**src/rtl/alarm_pkg.sv**
```systemverilog
// Shared types and constants for the alarm sequencer.
// Build option: define ALARM_BLINK_EN to make the alarm output blink
// (1 s on / 1 s off) while ringing instead of staying steadily on.
package alarm_pkg;

   localparam int HR_MAX  = 23;
   localparam int MIN_MAX = 59;
   localparam int HR_W    = 5;
   localparam int MIN_W   = 6;

   typedef enum logic [1:0] {
      IDLE   = 2'd0,
      RING   = 2'd1,
      SNOOZE = 2'd2
   } alarm_state_e;

   function automatic int maxOf(input int a, input int b);
      return (a > b) ? a : b;
   endfunction

endpackage

```
**src/rtl/alarm_time_reg.sv**
```systemverilog
// Settable alarm time: hour and minute registers that step by one on
// their increment pulse while in set mode, wrapping at 23 and 59.
module alarm_time_reg
   import alarm_pkg::*;
(
   input  logic             clk_i,
   input  logic             rst_i,
   input  logic             setMode_i,
   input  logic             incHr_i,
   input  logic             incMin_i,
   output logic [HR_W-1:0]  almHr_o,
   output logic [MIN_W-1:0] almMin_o
);

   logic [HR_W-1:0]  almHr_q,  almHr_d;
   logic [MIN_W-1:0] almMin_q, almMin_d;

   // Next alarm time: each pulse is honoured only in set mode, and both may apply together
   always_comb begin
      almHr_d  = almHr_q;
      almMin_d = almMin_q;
      if (setMode_i && incHr_i) begin
         almHr_d = (almHr_q == HR_W'(HR_MAX)) ? '0 : almHr_q + 1'b1;
      end
      if (setMode_i && incMin_i) begin
         almMin_d = (almMin_q == MIN_W'(MIN_MAX)) ? '0 : almMin_q + 1'b1;
      end
   end

   // Alarm time registers, cleared to 00:00 by reset
   always_ff @(posedge clk_i) begin
      if (rst_i) begin
         almHr_q  <= '0;
         almMin_q <= '0;
      end else begin
         almHr_q  <= almHr_d;
         almMin_q <= almMin_d;
      end
   end

   assign almHr_o  = almHr_q;
   assign almMin_o = almMin_q;

endmodule

```
**src/rtl/alarm_ctrl.sv**
```systemverilog
// Alarm sequencer: compares the alarm time with the running clock and runs
// the IDLE / RING / SNOOZE state machine that drives the alarm output.
// Build option: ALARM_BLINK_EN gates the output with a 1 Hz blink in RING.
module alarm_ctrl
   import alarm_pkg::*;
#(
   parameter int RING_SECS   = 60,
   parameter int SNOOZE_SECS = 300,
   parameter int MAX_SNOOZE  = 3
) (
   input  logic             clk,
   input  logic             rst,
   input  logic [HR_W-1:0]  cur_hr,
   input  logic [MIN_W-1:0] cur_min,
   input  logic             sec_tick,
   input  logic             set_mode,
   input  logic             inc_hr,
   input  logic             inc_min,
   input  logic             alm_en,
   input  logic             snooze,
   input  logic             stop,
   output logic [HR_W-1:0]  alm_hr,
   output logic [MIN_W-1:0] alm_min,
   output logic             alrm_on,
   output logic [1:0]       state,
   output logic [1:0]       snooze_cnt
);

   localparam int CNT_W = $clog2(maxOf(RING_SECS, SNOOZE_SECS) + 1);
   localparam logic [CNT_W-1:0] RING_LAST   = CNT_W'(RING_SECS - 1);
   localparam logic [CNT_W-1:0] SNOOZE_LAST = CNT_W'(SNOOZE_SECS - 1);
   localparam logic [1:0]       SNOOZE_LIM  = 2'(MAX_SNOOZE);

   alarm_state_e     state_q, state_d;
   logic [CNT_W-1:0] secCnt_q, secCnt_d;
   logic [1:0]       snoozeCnt_q, snoozeCnt_d;
   logic             match_q;
   logic             alrmOn_q, alrmOn_d;
   logic             match;
   logic             trigger;

   alarm_time_reg uTimeReg (
      .clk_i     (clk),
      .rst_i     (rst),
      .setMode_i (set_mode),
      .incHr_i   (inc_hr),
      .incMin_i  (inc_min),
      .almHr_o   (alm_hr),
      .almMin_o  (alm_min)
   );

   // Only the first cycle of a match can start an alarm, so stopping inside the matched minute is final
   always_comb begin
      match   = (cur_hr == alm_hr) && (cur_min == alm_min);
      trigger = match && !match_q && alm_en && !set_mode;
   end

   // Next state: disarm/set mode beats stop, stop beats the per-state rules; the ring timeout beats a snooze in the same cycle
   always_comb begin
      state_d     = state_q;
      secCnt_d    = secCnt_q;
      snoozeCnt_d = snoozeCnt_q;
      if (!alm_en || set_mode || stop) begin
         state_d     = IDLE;
         secCnt_d    = '0;
         snoozeCnt_d = '0;
      end else begin
         case (state_q)
            IDLE: begin
               if (trigger) begin
                  state_d     = RING;
                  secCnt_d    = '0;
                  snoozeCnt_d = '0;
               end
            end
            RING: begin
               if (sec_tick && (secCnt_q == RING_LAST)) begin
                  state_d     = IDLE;
                  secCnt_d    = '0;
                  snoozeCnt_d = '0;
               end else if (snooze && (snoozeCnt_q < SNOOZE_LIM)) begin
                  state_d     = SNOOZE;
                  secCnt_d    = '0;
                  snoozeCnt_d = snoozeCnt_q + 1'b1;
               end else if (sec_tick) begin
                  secCnt_d = secCnt_q + 1'b1;
               end
            end
            SNOOZE: begin
               if (sec_tick) begin
                  if (secCnt_q == SNOOZE_LAST) begin
                     state_d  = RING;
                     secCnt_d = '0;
                  end else begin
                     secCnt_d = secCnt_q + 1'b1;
                  end
               end
            end
            default: begin
               state_d     = IDLE;
               secCnt_d    = '0;
               snoozeCnt_d = '0;
            end
         endcase
      end
   end

`ifdef ALARM_BLINK_EN
   logic blink_q, blink_d;

   // Blink phase restarts "on" at each RING entry and flips every second while ringing
   always_comb begin
      blink_d = blink_q;
      if (state_d == RING) begin
         if (state_q != RING) begin
            blink_d = 1'b1;
         end else if (sec_tick) begin
            blink_d = !blink_q;
         end
      end
      alrmOn_d = (state_d == RING) && blink_d;
   end

   // Blink phase register
   always_ff @(posedge clk) begin
      if (rst) begin
         blink_q <= 1'b1;
      end else begin
         blink_q <= blink_d;
      end
   end
`else
   // Output is steadily on for the whole time the next state is RING
   always_comb begin
      alrmOn_d = (state_d == RING);
   end
`endif

   // State, counters, match history and the registered alarm output
   always_ff @(posedge clk) begin
      if (rst) begin
         state_q     <= IDLE;
         secCnt_q    <= '0;
         snoozeCnt_q <= '0;
         match_q     <= 1'b0;
         alrmOn_q    <= 1'b0;
      end else begin
         state_q     <= state_d;
         secCnt_q    <= secCnt_d;
         snoozeCnt_q <= snoozeCnt_d;
         match_q     <= match;
         alrmOn_q    <= alrmOn_d;
      end
   end

   assign alrm_on    = alrmOn_q;
   assign state      = state_q;
   assign snooze_cnt = snoozeCnt_q;

endmodule

```
**config.mk**
```make
export PLATFORM = sky130hd
export DESIGN_NAME = alarm_ctrl
export DESIGN_NICKNAME = d
export VERILOG_FILES = /design/src/rtl/alarm_pkg.sv /design/src/rtl/alarm_time_reg.sv /design/src/rtl/alarm_ctrl.sv
export SDC_FILE = /design/constraint.sdc
export NUM_CORES = 1
export LEC_CHECK = 0
export ABC_AREA = 1
export CAP_MARGIN = 20
export CORE_UTILIZATION = 45
export CTS_CLUSTER_SIZE = 14
export DETAILED_ROUTE_END_ITERATION = 6
export GPL_TIMING_DRIVEN = 0
export PLACE_DENSITY = 0.74
export SLEW_MARGIN = 15
export SYNTH_ARGS = -nofsm -noshare
export SYNTH_HDL_FRONTEND = slang
export SYNTH_SLANG_ARGS = --single-unit
```
**constraint.sdc**
```tcl
create_clock -name clk -period 1.4 [get_ports clk]
set_input_delay 0.28 -clock clk [delete_from_list [all_inputs] [get_ports clk]]
set_output_delay 0.28 -clock clk [all_outputs]
set_load 0.1 [all_outputs]
```
==> results of run 1 <==
cells by family after synthesis:
logic type	count (synthesis)	synth area share
and+or+nand+nor	162	0.419
buffers and inverters	52	0.122
DFF	26	0.289
AOI/OAI and AO/OA	24	0.0855
adders and majority gates	8	0.0556
xor gates and xnor gates	6	0.0292
per-layer routing:
layer	routed length, um	up-vias	global-route usage
li1	-	1009	-
met2	2690	50	0.399
met4	61	0	0.0598
met5	0	-	0
met1	2280	930	0.273
met3	206	6	0.0260
area by class of cell:
class	count	area, sq um	area share
buffer	1	15.0	0.00534
clock inverter	1	30.0	0.0107
clock buffer	3	41.3	0.0147
tap	48	60.1	0.0214
sequential	26	583	0.207
multi-input combinational	200	1380	0.490
inverter	50	190	0.0676
timing repair buffer	62	515	0.183
through the flow:
step | utilization | hold WS [ns]
3_5_place_dp | 0.624 | 0.471
6_report | 0.751 | 0.498
4_1_cts | 0.691 | 0.485
5_1_grt | 0.751 | 0.516
2_1_floorplan | - | 0.349
3_3_place_gp | 0.624 | 0.473
critical path, delay by kind of cell, from the launching register on:
kind / cells / cell delay (ns)
compound gates: 1 / 0.13
xor+xnor: 1 / 0.16
buf+inv: 1 / 0.13
flops: 1 / 0.37
simple gates: 6 / 0.66
registers in the layout, indices dropped and copies added (netlist names):
register / count
alrm_on: 1
match_q: 1
secCnt_q: 9
snooze_cnt: 2
state: 2
uTimeReg.almHr_o: 5
uTimeReg.almMin_o: 6
cells in the final DEF (no fill, tap or decap), types with 8 or more instances in the layout:
master and instances:
sky130_fd_sc_hd__inv_1 38, sky130_fd_sc_hd__nand3_1 15, sky130_fd_sc_hd__dlygate4sd2_1 13, sky130_fd_sc_hd__inv_2 11, sky130_fd_sc_hd__dfxtp_4 15, sky130_fd_sc_hd__buf_4 21, sky130_fd_sc_hd__nor2_4 8, sky130_fd_sc_hd__nand3_2 13
sky130_fd_sc_hd__nor2_1 29, sky130_fd_sc_hd__nand2_2 14, sky130_fd_sc_hd__nor3_1 8, sky130_fd_sc_hd__nand2_1 56, sky130_fd_sc_hd__buf_2 12
power by group:
part | switching, W | internal (W)
combinational | 0.000173 | 0.000108
sequential | 0.0000115 | 0.000725
clock | 0.000267 | 0.000383
total | 0.000451 | 0.00122
synthesized netlist by cell type:
master / number / share of area
sky130_fd_sc_hd__o21a_1: 1 / 0.0042
sky130_fd_sc_hd__nor2_4: 1 / 0.0063
sky130_fd_sc_hd__nand2_2: 5 / 0.017
sky130_fd_sc_hd__xor2_1: 1 / 0.0049
sky130_fd_sc_hd__xnor2_1: 5 / 0.024
sky130_fd_sc_hd__nand2_4: 2 / 0.013
sky130_fd_sc_hd__a31oi_1: 2 / 0.0070
sky130_fd_sc_hd__nand3_2: 6 / 0.033
sky130_fd_sc_hd__nand2_1: 69 / 0.14
sky130_fd_sc_hd__a21oi_2: 1 / 0.0049
sky130_fd_sc_hd__inv_1: 47 / 0.098
sky130_fd_sc_hd__o41ai_2: 1 / 0.0090
sky130_fd_sc_hd__nor3b_1: 3 / 0.013
sky130_fd_sc_hd__ha_1: 8 / 0.056
sky130_fd_sc_hd__nor2_1: 34 / 0.071
sky130_fd_sc_hd__a21oi_4: 1 / 0.0090
sky130_fd_sc_hd__nand4_1: 2 / 0.0070
sky130_fd_sc_hd__o21ai_0: 5 / 0.014
sky130_fd_sc_hd__nor3_1: 12 / 0.033
sky130_fd_sc_hd__buf_12: 1 / 0.011
sky130_fd_sc_hd__buf_6: 1 / 0.0063
sky130_fd_sc_hd__nor2_2: 5 / 0.017
sky130_fd_sc_hd__nand3_1: 23 / 0.064
sky130_fd_sc_hd__o21bai_1: 1 / 0.0042
sky130_fd_sc_hd__a21oi_1: 12 / 0.033
sky130_fd_sc_hd__inv_2: 3 / 0.0063
sky130_fd_sc_hd__dfxtp_1: 26 / 0.29
worst max-delay path by stage:
stage	start	to	slack (ns)	cells after the start
after floorplan	uTimeReg.almMin_o[0]	secCnt_q[5]	-0.18	12
final	uTimeReg.almMin_o[5]	secCnt_q[2]	-0.13	9
after CTS	uTimeReg.almHr_o[1]	secCnt_q[5]	-0.12	14
after global placement	set_mode	snooze_cnt[0]	-0.60	6
after detailed placement	set_mode	snooze_cnt[0]	-0.59	6
after global routing	secCnt_q[4]	secCnt_q[7]	-0.21	10
what timing repair did:
action / 4_1_cts / 5_1_grt
endpoints found under the setup margin: 32 / 21
setup buffers: 13 / 13
pin swaps: 22 / 20
gates cloned: 1 / 1
hold buffers: 0 / 0
resized for setup: 129 / 40
==> impl_results.html, run 1 <==
<table>
<tr><th>Metric</th><th>Value</th></tr>
<tr><th colspan="2">Floorplan</th></tr>
<tr><td>Initial Util</td><td>0.481</td></tr>
<tr><td>Placement Rows</td><td>22</td></tr>
<tr><td>Io pins</td><td>36</td></tr>
<tr><td>Die outline height</td><td>65.2 um</td></tr>
<tr><td>DIE AREA</td><td>4250 sq um</td></tr>
<tr><td>Die Width</td><td>65.2 um</td></tr>
<tr><td>Placeable core region</td><td>3740 sq um</td></tr>
<tr><th colspan="2">Status</th></tr>
<tr><td>Outcome</td><td>complete, but fails checks</td></tr>
<tr><td>Failing checks</td><td>negative setup slack</td></tr>
<tr><th colspan="2">Clocking</th></tr>
<tr><td>Clock transition at the registers of the reported paths</td><td>0.10 ns</td></tr>
<tr><td>Number of sinks handled by clock tree synthesis</td><td>26</td></tr>
<tr><td>CTS H-tree lvls</td><td>1</td></tr>
<tr><td>TritonCTS clock tree</td><td>done</td></tr>
<tr><td>Root Buffer</td><td>sky130_fd_sc_hd__clkbuf_8</td></tr>
<tr><td>Number of buffers inserted during clock tree synthesis</td><td>3</td></tr>
<tr><td>Worst-Skew Late Latency</td><td>0.28 ns</td></tr>
<tr><td>Maximum clock insertion buffer count</td><td>2</td></tr>
<tr><th colspan="2">Global route</th></tr>
<tr><td>Pin count of the biggest net entering global routing</td><td>16</td></tr>
<tr><td>Via count of the first global-routing pass</td><td>1723</td></tr>
<tr><td>Overall global routing resource usage</td><td>0.221</td></tr>
<tr><td>Initial antenna violation count</td><td>0</td></tr>
<tr><td>First-pass GRT wire length</td><td>7340 um</td></tr>
<tr><td>Gr ovfl total</td><td>0</td></tr>
<tr><th colspan="2">Min path</th></tr>
<tr><td>Hold worst-path end</td><td>secCnt_q[6]</td></tr>
<tr><td>Hold path start</td><td>secCnt_q[6]</td></tr>
<tr><td>Depth of the worst hold-timing path</td><td>2</td></tr>
<tr><td>Min-Delay Path Class</td><td>reg -&gt; reg</td></tr>
<tr><th colspan="2">Setup path</th></tr>
<tr><td>Reg-to-reg slack, setup</td><td>-0.13 ns</td></tr>
<tr><td>Data required time at the worst endpoint</td><td>1.58 ns</td></tr>
<tr><td>Critical path type</td><td>reg -&gt; reg</td></tr>
<tr><td>Reg-to-reg startpoint</td><td>uTimeReg.almMin_o[5]</td></tr>
<tr><td>Peak fanout along the critical path</td><td>7</td></tr>
<tr><td>Worst stage delay on the critical path</td><td>0.37 ns</td></tr>
<tr><td>Depth of the worst register-to-register path</td><td>9</td></tr>
<tr><td>Worst reg2reg path endpoint</td><td>secCnt_q[2]</td></tr>
<tr><td>Launching element type of the critical path</td><td>flop</td></tr>
<tr><td>Kind of capture point of the worst setup path</td><td>flop</td></tr>
<tr><td>Critical-path cell with the highest stage delay</td><td>sky130_fd_sc_hd__dfxtp_4</td></tr>
<tr><td>Cells traversed along the worst timing path</td><td>xnor2_2, nand3_2, nor2_4, nand3_4, nand2_4, buf_6, nand2_8, a21oi_2, nor2_1</td></tr>
<tr><td>Arrival time worst endpoint</td><td>1.71 ns</td></tr>
<tr><th colspan="2">Place</th></tr>
<tr><td>Standard cell area after detailed placement</td><td>2330 sq um</td></tr>
<tr><td>Setup Slack @ Placement</td><td>-0.591 ns</td></tr>
<tr><td>IO Port Bufs</td><td>35</td></tr>
<tr><td>Placer Congestion</td><td>0.888</td></tr>
<tr><td>Cell count after placement</td><td>361</td></tr>
<tr><td>Sum of net half-perimeters after detailed placement</td><td>3070 um</td></tr>
<tr><th colspan="2">Cells and area</th></tr>
<tr><td>FILL cells</td><td>288</td></tr>
<tr><td>Diode count</td><td>0</td></tr>
<tr><td>Post-route insts no fill</td><td>391</td></tr>
<tr><td>Ratio of cells with drive above 1 in the final layout</td><td>0.431</td></tr>
<tr><td>Count of nets after finishing</td><td>372</td></tr>
<tr><td>Syn-to-layout area delta</td><td>56.3%</td></tr>
<tr><td>Post-route cell area</td><td>2810 sq um</td></tr>
<tr><th colspan="2">STA</th></tr>
<tr><td>Total count of max-transition violations in the final report</td><td>0</td></tr>
<tr><td>Final hold violation count</td><td>0</td></tr>
<tr><td>Worst-case clock skew</td><td>0.00581 ns</td></tr>
<tr><td>Final critical-path share of the clock period</td><td>1.09</td></tr>
<tr><td>Final Setup Violations</td><td>15</td></tr>
<tr><td>Setup slack of the critical path after layout</td><td>-0.131 ns</td></tr>
<tr><td>Min Clock Period, post-route</td><td>1.53 ns</td></tr>
<tr><td>Fin Setup TNS</td><td>-1.36 ns</td></tr>
<tr><td>Worst-Margin Slew</td><td>0.491 ns</td></tr>
<tr><td>Setup repair after global routing missed its margin</td><td>true</td></tr>
<tr><td>Maximum clock frequency</td><td>0.653 GHz</td></tr>
<tr><td>Headroom to the max-slew limit</td><td>0.675</td></tr>
<tr><th colspan="2">Synth</th></tr>
<tr><td>Number of unique standard cell types used by synthesis</td><td>27</td></tr>
<tr><td>Syn Inst Count</td><td>278</td></tr>
<tr><td>Syn_nets</td><td>306</td></tr>
<tr><td>Per-instance average area after synthesis</td><td>6.47 sq um</td></tr>
<tr><td>Sequential area share after synthesis</td><td>0.289</td></tr>
<tr><td>Flip-flop and latch count after synthesis</td><td>26</td></tr>
<tr><td>Count of warnings emitted by yosys</td><td>0</td></tr>
<tr><td>Cell Area, Synth</td><td>1800 sq um</td></tr>
<tr><th colspan="2">Detailed routing</th></tr>
<tr><td>Post-route DRC violation count</td><td>0</td></tr>
<tr><td>Vias per Instance</td><td>5.10</td></tr>
<tr><td>Total number of vias</td><td>1995</td></tr>
<tr><td>Drt wl/cell</td><td>13.4 um</td></tr>
<tr><td>Final ANT Viol Nets</td><td>0</td></tr>
<tr><td>DRT iter0 DRCs</td><td>82</td></tr>
<tr><td>Routed wire length</td><td>5240 um</td></tr>
<tr><td>DR pass1 iterations</td><td>4</td></tr>
<tr><th colspan="2">Flow run</th></tr>
<tr><td>Count of maximum capacitance violations</td><td>0</td></tr>
<tr><th colspan="2">Power</th></tr>
<tr><td>Static Leak</td><td>1.19 nW</td></tr>
<tr><td>Worst VDD drop</td><td>0.000379 V</td></tr>
<tr><td>PnR Total Power</td><td>0.00167 W</td></tr>
<tr><td>Total power density per cell area</td><td>592 nW/um^2</td></tr>
</table>
Note: power is estimated with default switching activity, not from simulation.
==> run 2, diff against run 1 <==
--- a/config.mk
+++ b/config.mk
@@ -11,6 +11,7 @@
 export CTS_CLUSTER_SIZE = 14
 export DETAILED_ROUTE_END_ITERATION = 6
 export GPL_TIMING_DRIVEN = 0
+export MAX_ROUTING_LAYER = met4
 export PLACE_DENSITY = 0.74
 export SLEW_MARGIN = 15
 export SYNTH_ARGS = -nofsm -noshare
==> run 2 against run 1 <==
Net effect: the flow still finishes with violations (negative setup slack); clock power barely moved; sequential share of layout area did not move; clock skew barely moved; power barely moved; setup slack improved by 0.00060 ns; register-to-register slack barely moved; die area did not move; critical path depth did not move; critical path type unchanged; critical endpoint unchanged; sequential power barely moved; final cell count did not move; largest cell class unchanged.
==> impl_results.html, run 2 (synthesis results as in run 1) <==
<table>
<tr><th>Metric</th><th>Value</th></tr>
<tr><th colspan="2">Clocking</th></tr>
<tr><td>Number of hold buffers added after cts</td><td>0</td></tr>
<tr><td>CTS H-tree lvls</td><td>1</td></tr>
<tr><td>Number of buffers inserted during clock tree synthesis</td><td>3</td></tr>
<tr><td>Worst-Skew Late Latency</td><td>0.28 ns</td></tr>
<tr><td>Number of sinks handled by clock tree synthesis</td><td>26</td></tr>
<tr><td>Clock transition at the registers of the reported paths</td><td>0.10 ns</td></tr>
<tr><td>Root Buffer</td><td>sky130_fd_sc_hd__clkbuf_8</td></tr>
<tr><td>Maximum clock insertion buffer count</td><td>2</td></tr>
<tr><td>TritonCTS clock tree</td><td>done</td></tr>
<tr><th colspan="2">Cells and area</th></tr>
<tr><td>Most common cell after layout, fill and taps aside</td><td>sky130_fd_sc_hd__nand2_1</td></tr>
<tr><td>Register ranked first by flip-flop count</td><td>secCnt_q</td></tr>
<tr><td>Ratio of cells with drive above 1 in the final layout</td><td>0.431</td></tr>
<tr><td>Highest-count cells in the layout ignoring fill and taps</td><td>sky130_fd_sc_hd__nand2_1, sky130_fd_sc_hd__inv_1, sky130_fd_sc_hd__nor2_1</td></tr>
<tr><td>Syn-to-layout area delta</td><td>56.3%</td></tr>
<tr><td>Count of nets after finishing</td><td>372</td></tr>
<tr><td>Diode count</td><td>0</td></tr>
<tr><td>Number of flip-flops under the largest register name</td><td>9</td></tr>
<tr><th colspan="2">Setup path</th></tr>
<tr><td>Arrival time worst endpoint</td><td>1.71 ns</td></tr>
<tr><td>Data required time at the worst endpoint</td><td>1.58 ns</td></tr>
<tr><td>Depth of the worst register-to-register path</td><td>9</td></tr>
<tr><td>Reg-to-reg slack, setup</td><td>-0.13 ns</td></tr>
<tr><td>Critical path type</td><td>reg -&gt; reg</td></tr>
<tr><td>Kind of capture point of the worst setup path</td><td>flop</td></tr>
<tr><td>Worst reg2reg path endpoint</td><td>secCnt_q[2]</td></tr>
<tr><td>Reg-to-reg startpoint</td><td>uTimeReg.almMin_o[5]</td></tr>
<tr><td>Peak fanout along the critical path</td><td>7</td></tr>
<tr><td>Launching element type of the critical path</td><td>flop</td></tr>
<tr><td>Worst setup startpoint</td><td>uTimeReg.almMin_o[5]</td></tr>
<tr><th colspan="2">Global route</th></tr>
<tr><td>Gr ovfl total</td><td>0</td></tr>
<tr><td>Overall global routing resource usage</td><td>0.227</td></tr>
<tr><td>First-pass GRT wire length</td><td>7330 um</td></tr>
<tr><td>Pin count of the biggest net entering global routing</td><td>16</td></tr>
<tr><td>Via count of the first global-routing pass</td><td>1723</td></tr>
<tr><td>Initial antenna violation count</td><td>0</td></tr>
<tr><th colspan="2">Power</th></tr>
<tr><td>Static Leak</td><td>1.19 nW</td></tr>
<tr><td>Worst VDD drop</td><td>0.000379 V</td></tr>
<tr><td>Total power density per cell area</td><td>592 nW/um^2</td></tr>
<tr><th colspan="2">Detailed routing</th></tr>
<tr><td>Highest routed metal layer</td><td>met4</td></tr>
<tr><td>Detailed-route wire length on metal 1</td><td>2270 um</td></tr>
<tr><td>Final ANT Viol Nets</td><td>0</td></tr>
<tr><td>Routed wire length</td><td>5240 um</td></tr>
<tr><td>Drt wl/cell</td><td>13.4 um</td></tr>
<tr><td>DRT iter0 DRCs</td><td>82</td></tr>
<tr><td>Post-route DRC violation count</td><td>0</td></tr>
<tr><td>Vias per Instance</td><td>5.12</td></tr>
<tr><td>Total number of vias</td><td>2002</td></tr>
<tr><td>DR pass1 iterations</td><td>4</td></tr>
<tr><td>Met2 wire length</td><td>2710 um</td></tr>
<tr><td>Met3 wirelength from detailed routing</td><td>223 um</td></tr>
<tr><th colspan="2">Floorplan</th></tr>
<tr><td>Io pins</td><td>36</td></tr>
<tr><td>Die outline height</td><td>65.2 um</td></tr>
<tr><td>Die Width</td><td>65.2 um</td></tr>
<tr><td>Placeable core region</td><td>3740 sq um</td></tr>
<tr><td>Placement Rows</td><td>22</td></tr>
<tr><td>Initial Util</td><td>0.481</td></tr>
<tr><td>DIE AREA</td><td>4250 sq um</td></tr>
<tr><th colspan="2">Place</th></tr>
<tr><td>Placer Congestion</td><td>0.902</td></tr>
<tr><td>IO Port Bufs</td><td>35</td></tr>
<tr><td>Setup Slack @ Placement</td><td>-0.591 ns</td></tr>
<tr><td>Sum of net half-perimeters after detailed placement</td><td>3070 um</td></tr>
<tr><th colspan="2">STA</th></tr>
<tr><td>Final Setup Violations</td><td>15</td></tr>
<tr><td>Total count of max-transition violations in the final report</td><td>0</td></tr>
<tr><td>Worst-case clock skew</td><td>0.00594 ns</td></tr>
<tr><td>Final hold violation count</td><td>0</td></tr>
<tr><td>Headroom to the max-slew limit</td><td>0.675</td></tr>
<tr><td>Final hold slack</td><td>0.498 ns</td></tr>
<tr><td>Worst-Margin Slew</td><td>0.491 ns</td></tr>
<tr><td>Maximum clock frequency</td><td>0.653 GHz</td></tr>
<tr><td>Final critical-path share of the clock period</td><td>1.09</td></tr>
<tr><td>Setup slack of the critical path after layout</td><td>-0.130 ns</td></tr>
<tr><td>Min Clock Period, post-route</td><td>1.53 ns</td></tr>
<tr><td>Setup repair after global routing missed its margin</td><td>true</td></tr>
<tr><td>Fin Setup TNS</td><td>-1.37 ns</td></tr>
<tr><th colspan="2">Status</th></tr>
<tr><td>Outcome</td><td>complete, but fails checks</td></tr>
<tr><td>Failing checks</td><td>negative setup slack</td></tr>
<tr><th colspan="2">Min path</th></tr>
<tr><td>Hold path start</td><td>secCnt_q[6]</td></tr>
<tr><td>Min-Delay Path Class</td><td>reg -&gt; reg</td></tr>
<tr><td>Hold worst-path end</td><td>secCnt_q[6]</td></tr>
<tr><td>Depth of the worst hold-timing path</td><td>2</td></tr>
<tr><th colspan="2">Flow run</th></tr>
<tr><td>Count of maximum capacitance violations</td><td>0</td></tr>
</table>
-- run 2: cell type report --
type,instances,area (sq um)
Multi-Input combinational cell,200,1380
Fill cell,288,931
Inverter,50,190
Timing Repair Buffer,62,515
Tap cell,48,60.1
Sequential cell,26,583
Buffer,1,15.0
Clock inverter,1,30.0
Clock buffer,3,41.3
-- run 2: metrics by stage --
stage | cell area, sq um | utilization | cells | power [W]
6_report | 2810 | 0.751 | 391 | 0.00167
4_1_cts | 2590 | 0.691 | 379 | 0.00165
5_1_grt | 2810 | 0.751 | 391 | 0.00173
2_1_floorplan | 1920 | - | 278 | 0.000901
3_3_place_gp | 2330 | 0.624 | 361 | 0.000992
3_5_place_dp | 2330 | 0.624 | 361 | 0.000996
-- run 2: worst max-delay path: stages (launching register included) --
cell and delay, ns:
sky130_fd_sc_hd__dfxtp_4 0.37, sky130_fd_sc_hd__xnor2_2 0.16, sky130_fd_sc_hd__nand3_2 0.14, sky130_fd_sc_hd__nor2_4 0.17, sky130_fd_sc_hd__nand3_4 0.10, sky130_fd_sc_hd__nand2_4 0.12, sky130_fd_sc_hd__buf_6 0.13, sky130_fd_sc_hd__nand2_8 0.07
sky130_fd_sc_hd__a21oi_2 0.13, sky130_fd_sc_hd__nor2_1 0.06
-- run 2: power breakdown --
group          switching [W]  internal [W]  total [W]  leakage [nW]
combinational       0.000173      0.000108   0.000281         0.932
sequential         0.0000115      0.000725   0.000736         0.224
clock               0.000267      0.000383   0.000650        0.0357
-- run 2: worst max-delay path by stage --
stage	end
finish	secCnt_q[2]
global route	secCnt_q[7]
global placement	snooze_cnt[0]
detailed placement	snooze_cnt[0]
CTS	secCnt_q[5]
floorplan	secCnt_q[5]
-- run 2: per-layer routing --
layer / vias to the layer above / global-route usage
li1: 1009 / -
met2: 54 / 0.399
met3: 4 / 0.0260
met4: 0 / 0.0598
met5: - / -
met1: 935 / 0.273
-- run 2: timing repair --
item                                    CTS  global route
cloned                                    1             1
endpoints found under the hold margin     0             0
endpoints found under the setup margin   32            21
resized for setup                       129            40
pin swaps                                22            20
setup buffers                            13            13
